$ cat config.mk
export PLATFORM = sky130hd
export DESIGN_NAME = ifetch_ctrl_flat
export DESIGN_NICKNAME = d
export VERILOG_FILES = /design/src/rtl/ifetch_ctrl_if.sv /design/src/rtl/ifetch_ctrl.sv /design/src/flat_wrapper.sv
export SDC_FILE = /design/constraint.sdc
export NUM_CORES = 1
export LEC_CHECK = 0
export ABC_AREA = 1
export CAP_MARGIN = 20
export CORE_MARGIN = 8
export CORE_UTILIZATION = 32
export CTS_BUF_LIST = sky130_fd_sc_hd__clkbuf_8
export DETAILED_ROUTE_END_ITERATION = 12
export PLACE_DENSITY = 0.7
export SETUP_SLACK_MARGIN = 0.05
export SLEW_MARGIN = 20
export SYNTH_ARGS = -nofsm -noshare
export SYNTH_HDL_FRONTEND = slang
export SYNTH_SLANG_ARGS = --single-unit
$ cat constraint.sdc
create_clock -name clk -period 1.35 [get_ports clk]
set_input_delay 0.2025 -clock clk [delete_from_list [all_inputs] [get_ports clk]]
set_output_delay 0.2025 -clock clk [all_outputs]
set_load 0.02 [all_outputs]
$ cat src/rtl/ifetch_ctrl_if.sv
// Fetch-controller bus bundle: program counter, instruction memory and decoder.
// The master side is the fetch controller; the slave side is its environment.
interface ifetch_ctrl_if;
  logic [15:0] pc_addr;
  logic        pcinc;
  logic        pcload;
  logic [15:0] pc_din;
  logic        mem_rd;
  logic [15:0] mem_addr;
  logic        mem_ack;
  logic [15:0] mem_data;
  logic [15:0] ir;
  logic        ir_valid;
  logic        ir_ready;
  logic        jmp_req;
  logic [15:0] jmp_target;
  logic [7:0]  fetch_cnt;
  logic        err;

  modport master (
    input  pc_addr, mem_ack, mem_data,
    input  ir_ready, jmp_req, jmp_target,
    output pcinc, pcload, pc_din,
    output mem_rd, mem_addr,
    output ir, ir_valid, fetch_cnt, err
  );

  modport slave (
    output pc_addr, mem_ack, mem_data,
    output ir_ready, jmp_req, jmp_target,
    input  pcinc, pcload, pc_din,
    input  mem_rd, mem_addr,
    input  ir, ir_valid, fetch_cnt, err
  );
endinterface

$ cat src/rtl/ifetch_ctrl.sv
// Instruction fetch controller: reads memory at the PC, holds the word for the
// decoder, steps or redirects the PC and flags memory timeouts.
module ifetch_ctrl (
  input logic           clk,
  input logic           rst,
  ifetch_ctrl_if.master bus
);

  typedef enum logic [1:0] {
    IDLE,
    FETCH,
    HOLD,
    JUMP
  } state_t;

  state_t      r_state;
  state_t      w_next;
  logic [15:0] r_ir;
  logic [15:0] r_pc_din;
  logic [7:0]  r_fetch_cnt;
  logic [3:0]  r_wait;
  logic        r_err;
  logic        r_hold_first;
  logic        w_in_fetch;
  logic        w_ack;
  logic        w_timeout;
  logic        w_jump;
  logic        w_fetch_entry;

  assign w_in_fetch    = (r_state == FETCH);
  assign w_ack         = w_in_fetch && bus.mem_ack;
  assign w_timeout     = w_in_fetch && !bus.mem_ack
                         && (r_wait == 4'hF);
  assign w_jump        = (r_state == HOLD) && bus.ir_ready
                         && bus.jmp_req;
  assign w_fetch_entry = (w_next == FETCH) && !w_in_fetch;

  always_ff @(posedge clk or negedge rst) begin
    if (!rst) begin
      r_state <= IDLE;
    end else begin
      r_state <= w_next;
    end
  end

  always_comb begin
    w_next = r_state;
    unique case (r_state)
      IDLE:  w_next = FETCH;
      FETCH: if (bus.mem_ack) w_next = HOLD;
      HOLD: begin
        if (bus.ir_ready) begin
          w_next = bus.jmp_req ? JUMP : FETCH;
        end
      end
      JUMP:  w_next = FETCH;
      default: w_next = IDLE;
    endcase
  end

  always_ff @(posedge clk or negedge rst) begin
    if (!rst) begin
      r_ir         <= '0;
      r_pc_din     <= '0;
      r_fetch_cnt  <= '0;
      r_wait       <= '0;
      r_err        <= 1'b0;
      r_hold_first <= 1'b0;
    end else begin
      r_hold_first <= w_ack;
      if (w_ack) begin
        r_ir        <= bus.mem_data;
        r_fetch_cnt <= r_fetch_cnt + 8'd1;
      end
      if (w_jump) begin
        r_pc_din <= bus.jmp_target;
      end
      // An ack in the 16th wait cycle wins over the timeout.
      if (w_fetch_entry || w_timeout) begin
        r_wait <= '0;
      end else if (w_in_fetch && !bus.mem_ack) begin
        r_wait <= r_wait + 4'd1;
      end
      if (w_timeout) begin
        r_err <= 1'b1;
      end
    end
  end

  assign bus.mem_rd    = w_in_fetch;
  assign bus.mem_addr  = w_in_fetch ? bus.pc_addr : '0;
  assign bus.ir        = r_ir;
  assign bus.ir_valid  = (r_state == HOLD);
  assign bus.pcinc     = (r_state == HOLD) && r_hold_first;
  assign bus.pcload    = (r_state == JUMP);
  assign bus.pc_din    = r_pc_din;
  assign bus.fetch_cnt = r_fetch_cnt;
  assign bus.err       = r_err;

endmodule

$ cat src/flat_wrapper.sv
// flat-port wrapper written by rule: the top's interface ports become plain ports
module ifetch_ctrl_flat 
  (clk, rst, bus_pc_addr, bus_mem_ack, bus_mem_data, bus_ir_ready, bus_jmp_req, bus_jmp_target, bus_pcinc, bus_pcload, bus_pc_din, bus_mem_rd, bus_mem_addr, bus_ir, bus_ir_valid, bus_fetch_cnt, bus_err);
  ifetch_ctrl_if bus_i ();
  input logic clk;
  input logic rst;
  input wire logic [$bits(bus_i.pc_addr)-1:0] bus_pc_addr;
  input wire logic [$bits(bus_i.mem_ack)-1:0] bus_mem_ack;
  input wire logic [$bits(bus_i.mem_data)-1:0] bus_mem_data;
  input wire logic [$bits(bus_i.ir_ready)-1:0] bus_ir_ready;
  input wire logic [$bits(bus_i.jmp_req)-1:0] bus_jmp_req;
  input wire logic [$bits(bus_i.jmp_target)-1:0] bus_jmp_target;
  output wire logic [$bits(bus_i.pcinc)-1:0] bus_pcinc;
  output wire logic [$bits(bus_i.pcload)-1:0] bus_pcload;
  output wire logic [$bits(bus_i.pc_din)-1:0] bus_pc_din;
  output wire logic [$bits(bus_i.mem_rd)-1:0] bus_mem_rd;
  output wire logic [$bits(bus_i.mem_addr)-1:0] bus_mem_addr;
  output wire logic [$bits(bus_i.ir)-1:0] bus_ir;
  output wire logic [$bits(bus_i.ir_valid)-1:0] bus_ir_valid;
  output wire logic [$bits(bus_i.fetch_cnt)-1:0] bus_fetch_cnt;
  output wire logic [$bits(bus_i.err)-1:0] bus_err;
  assign bus_i.pc_addr = bus_pc_addr;
  assign bus_i.mem_ack = bus_mem_ack;
  assign bus_i.mem_data = bus_mem_data;
  assign bus_i.ir_ready = bus_ir_ready;
  assign bus_i.jmp_req = bus_jmp_req;
  assign bus_i.jmp_target = bus_jmp_target;
  assign bus_pcinc = bus_i.pcinc;
  assign bus_pcload = bus_i.pcload;
  assign bus_pc_din = bus_i.pc_din;
  assign bus_mem_rd = bus_i.mem_rd;
  assign bus_mem_addr = bus_i.mem_addr;
  assign bus_ir = bus_i.ir;
  assign bus_ir_valid = bus_i.ir_valid;
  assign bus_fetch_cnt = bus_i.fetch_cnt;
  assign bus_err = bus_i.err;
  ifetch_ctrl u_core (.clk(clk), .rst(rst), .bus(bus_i));
endmodule
## Yosys cells after proc, flatten, opt, wreduce, memory -nomap -nowiden

Index checks and enable logic that the tools add are counted.

| cells by class | value |
|---|---|
| add/subtract/negate cells | 2 |
| equality and inequality tests | 5 |
| multiplexer cells | 7 |
| reductions and logical operators | 13 |

Operators with widths:

| kind | count |
|---|---|
| 16-bit 2-to-1 mux | 1 |
| 8-bit by 1-bit adder with 8-bit output (second input constant) | 1 |
| 4-bit 2-to-1 mux | 2 |
| 1-bit logical AND | 7 |
| 2-bit 2-to-1 mux | 3 |
| 2-bit case mux with 3 select lines | 1 |
| 4-bit by 1-bit adder with 4-bit output (second input constant) | 1 |
| 2-bit by 1-bit equality test with 1-bit output (second input constant) | 2 |
| 2-bit equality test (second input constant) | 2 |
| 4-bit equality test (second input constant) | 1 |
| 1-bit logical NOT | 2 |
| 2-bit logical NOT | 1 |
| 2-bit nonzero test | 1 |
| 2-bit OR reduction | 1 |
| 1-bit logical OR | 1 |

| storage, ports and cells | value |
|---|---|
| register bits | 48 |
| input bits | 53 |
| output and inout port bits | 61 |
| word-level logic and storage cells | 34 |

## Longest topological paths before layout

| depth | value |
|---|---|
| depth after elaboration | 7 |
| mapped depth | 10 |
| depth with buffers taken out | 9 |

## Worst setup path before layout

Ideal clock, no wire load.

| timing path | value |
|---|---|
| path kind | reg-to-output |
| start | register u_core.r_state[1] |
| end | output port bus_mem_addr[10] |
| data arrival time | 1.449 ns |
| data required time | 1.148 ns |
| setup slack | -0.301 ns |
| stages on the path, launching flop included | 7 |
| path buffers | 2 |
| cells stage by stage | dfrtp_1 > inv_1 > ha_1 > buf_4 > clkbuf_1 > nand2_1 > inv_1 |

| on the way | value |
|---|---|
| cells in the longest elaborated chain, start to end | 2 |

Ends and longest elaborated chain:

| element | RTL line | text |
|---|---|---|
| start: declaration | ifetch_ctrl.sv:16 | `state_t r_state;` |
| start signal: assignment | ifetch_ctrl.sv:42 | `r_state <= w_next;` |
| 2-bit by 1-bit equality test with 1-bit output | ifetch_ctrl.sv:30 | `assign w_in_fetch = (r_state == FETCH);` |
| named net bus_mem_rd | flat_wrapper.sv:16 | `output wire logic [$bits(bus_i.mem_rd)-1:0] bus_mem_rd;` |
| 16-bit 2-to-1 mux | ifetch_ctrl.sv:91 | `assign bus.mem_addr = w_in_fetch ? bus.pc_addr : '0;` |
| end: declaration | flat_wrapper.sv:17 | `output wire logic [$bits(bus_i.mem_addr)-1:0] bus_mem_addr;` |

The timed path passes the listed nets, and every way through them passes these cells.

## Worst setup path in the final report

| timing path | value |
|---|---|
| start | register u_core.r_state[0] |
| end | register u_core.r_ir[10], in the netlist u_core.bus.ir[10] |

| on the way | value |
|---|---|
| cells in the longest elaborated chain, start to end | 2 |

Ends and longest elaborated chain:

| element | RTL line | text |
|---|---|---|
| 2-bit by 1-bit equality test with 1-bit output | ifetch_ctrl.sv:30 |  |
| 1-bit logical AND | ifetch_ctrl.sv:31 | `assign w_ack = w_in_fetch && bus.mem_ack;` |
| end signal: assignment | ifetch_ctrl.sv:72 | `r_ir <= bus.mem_data;` |
| end: declaration | ifetch_ctrl.sv:18 | `logic [15:0] r_ir;` |

No other way between the ends.
A chain may end at the register's enable or synchronous reset.

==> metrics.txt <==
Final WS setup=-0.1688 ns; Via-to-Cell Ratio=between 4 and 5; Final setup viols=66; Initial DRT Pass Iterations=4; Final Cycle Share=1.125; FF-to-FF path depth=9; Yosys warnings=0; final global-route overflow total=0; post-synthesis sequential area ratio=0.5442; Min Hold Slack=roughly 0.42 ns; CP Data Arrival Time=about 1.7 ns; Post-synth ARST share=1.000; CTS clock-pin slew for the worst setup and hold paths=0.08 ns; DR DRC count=0; die width=99.05 um; Tightest Pin Transition=0.3838 ns; antenna-violating nets left=0; LEAKAGE=2.119 nW; layout net count=433; IO Port Bufs=113; failing checks=negative setup slack; fmax=between 600 and 700 MHz; crit path time final=about 1.5 ns; EDFF count, synth=0; critical path launch point type=flop; Starting Density=0.3285; CP max-delay cell=dfrtp_2; max-cap violation count=0; H-tree depth=2; final instance area=4006 um2; ANT cells=0; WL per Instance=14.55 um; clk_skew=0.006609 ns; Worst-Skew Late Latency=0.29 ns; clock sink total=48; Final Util=0.5963; CTS tree=done; Total GRT Usage=0.1348; P&R area growth vs syn=81.52%; Post-DP HPWL=4.672 mm; synthesized flop and latch total=48; start-to-end type of the worst setup path=reg -> reg; Final Slew Violations=0; Worst VDD drop=around 1.1 mV; vias in the first global route=2136; clock buffer depth=2; Initial DRC Count=44; CP Capture Type=flop; Max transition margin=0.7433; Via Count=2009; Final Hold Fails=0; Top Family by Delay on Critical Path=buffers and inverters; row cnt=30; synthesized netlist net count=about 290; Synth Cell Area=around 2200 um2; syn_area_per_cell=9.473 um2; initial antenna violation count=0; Distinct cells, synth=23; Crit path buffers/inverters=5; worst min-delay path class=in -> async; RSZ-0062 raised after global routing=true; CP max stage delay=roughly 0.45 ns; Crit path depth=9; status=finished with violations; Num CTS Buffers=5; Total Wirelength=6.592 mm; Die Ht=slightly below 100 um; Critical Path RT=1.54 ns; Placed Area=3592 um2; Pwr Density=2093 nW/um2; Finished Layout Cells=453; Synth Flop Type=dfrtp_1; pin count of the biggest net entering global routing=49; CP Max Fanout=16; first-pass GRT wire length=10.70 mm; DIE AREA=9811 um2; layout cells sized above 1=0.3271; num ports=roughly 110; GPL Wtd Cong=0.8360; CTS Root Cell=clkbuf_8; crit-path cells=ha_4 > buf_6 > buf_6 > nand2_8 > inv_8 > buf_12 > buf_12 > nand2_1 > nand2_1; Post-Syn Instances=233; post-placement cell count=437; Core Area=6719 um2
## area by class of cell
type	instances	area [um2]
clock buffers	7	96.34
repair buffers	139	1394
well taps	80	100.1
fillers	575	2713
inverters	32	130.1
flip-flops and latches	48	1204
multi-input cells	147	1082
## what timing repair did
| action | CTS | global route |
|---|---|---|
| setup endpoints to repair | 108 | 73 |
| hold buffers | 1 | 0 |
| hold endpoints to repair | 48 | 0 |
| gates cloned | 2 | 0 |
| pin swaps | 8 | 7 |
| setup buffers | 4 | 2 |
| resized for setup | 206 | 27 |
## final timing paths
check	startpoint	endpoint	slack, ns
worst max-delay path	u_core.r_state[0]	u_core.bus.ir[10]	-0.17
worst min-delay path	rst	u_core.bus.pc_din[1]	0.42
worst max register to register	u_core.r_state[0]	u_core.bus.ir[10]	-0.17
worst min register to register	u_core.bus.ir[15]	u_core.bus.ir[15]	0.48
max in group asynchronous	rst	u_core.r_state[1]	0.68
min in group clk	bus_mem_data[6]	u_core.bus.ir[6]	0.43
## tightest hold or removal path, cell delays in order
cell and delay, ns:
dlygate4sd3_1 0.53, buf_2 0.12, buf_12 0.24
## cells in the final DEF (no fill, tap or decap), types with 2 or more instances in the layout
| cell | n |
|---|---|
| inv_2 | 14 |
| nor2_1 | 7 |
| nand3_4 | 2 |
| nand2_1 | 73 |
| dfrtp_2 | 2 |
| clkdlybuf4s50_1 | 51 |
| buf_12 | 6 |
| xnor2_1 | 4 |
| clkbuf_8 | 7 |
| nor2_4 | 2 |
| xor2_1 | 6 |
| clkdlybuf4s15_1 | 5 |
| nand2_4 | 3 |
| mux2_4 | 16 |
| inv_1 | 16 |
| buf_6 | 24 |
| ha_4 | 4 |
| ha_1 | 2 |
| buf_4 | 15 |
| o21ai_0 | 2 |
| nand2_2 | 16 |
| dfrtp_1 | 46 |
| dlygate4sd2_1 | 36 |
## stage by stage
step / total power, mW / setup slack, ns / setup TNS [ns]
floorplan: 4.810 / -0.05578 / -1.197
global placement: 6.992 / -0.2947 / -10.92
detailed placement: 7.059 / -0.3235 / -12.18
CTS: 8.240 / -0.1969 / -7.241
global route: 8.964 / -0.2447 / -12.51
finish: 8.385 / -0.1688 / -8.689
## Yosys cell counts (2+ instances only)
library cell,n,area [um2]
nor2_1,9,33.78
nand3_1,2,10.01
xor2_1,6,52.55
dfrtp_1,48,1201
ha_1,7,87.58
inv_2,2,7.510
buf_4,4,30.03
o21ai_0,2,10.01
nand2_1,92,345.3
inv_1,30,112.6
xnor2_1,4,35.03
mux2_2,16,180.2
## report_power, final
group	internal (mW)	switching (mW)	total [mW]
sequential	2.05	0.360	2.41
clock	0.456	0.441	0.898
combinational	2.44	2.64	5.08
## sequential cells by signal, indices dropped and copies added (netlist names)
register and count:
u_core.bus.pc_din 16, u_core.r_state 2, u_core.bus.ir 16, u_core.bus.err 1
u_core.bus.fetch_cnt 8, u_core.r_wait 4, u_core.r_hold_first 1
## logic make-up (layout without fill, tap and decap cells)
logic type,count (synthesis),after routing,synth area share
flip-flops,48,48,0.5442
AO/OA/AOI/OAI,3,3,0.009637
adder cells (fa/ha/maj),7,7,0.03968
multiplexers,16,16,0.08163
AND/OR/NAND/NOR,110,111,0.2081
XOR/XNOR,10,10,0.03968
buffers and inverters,39,178,0.07710
## layer usage
layer / wire, um / track usage / up-vias / share of wire
met5: 0 / 0 / - / 0
met4: 51 / 0.03842 / 0 / 0.0077
met3: 538 / 0.05004 / 6 / 0.082
met2: 3249 / 0.2334 / 75 / 0.49
met1: 2753 / 0.1509 / 951 / 0.42
li1: - / - / 977 / -
(Power assumes the default switching activity.)
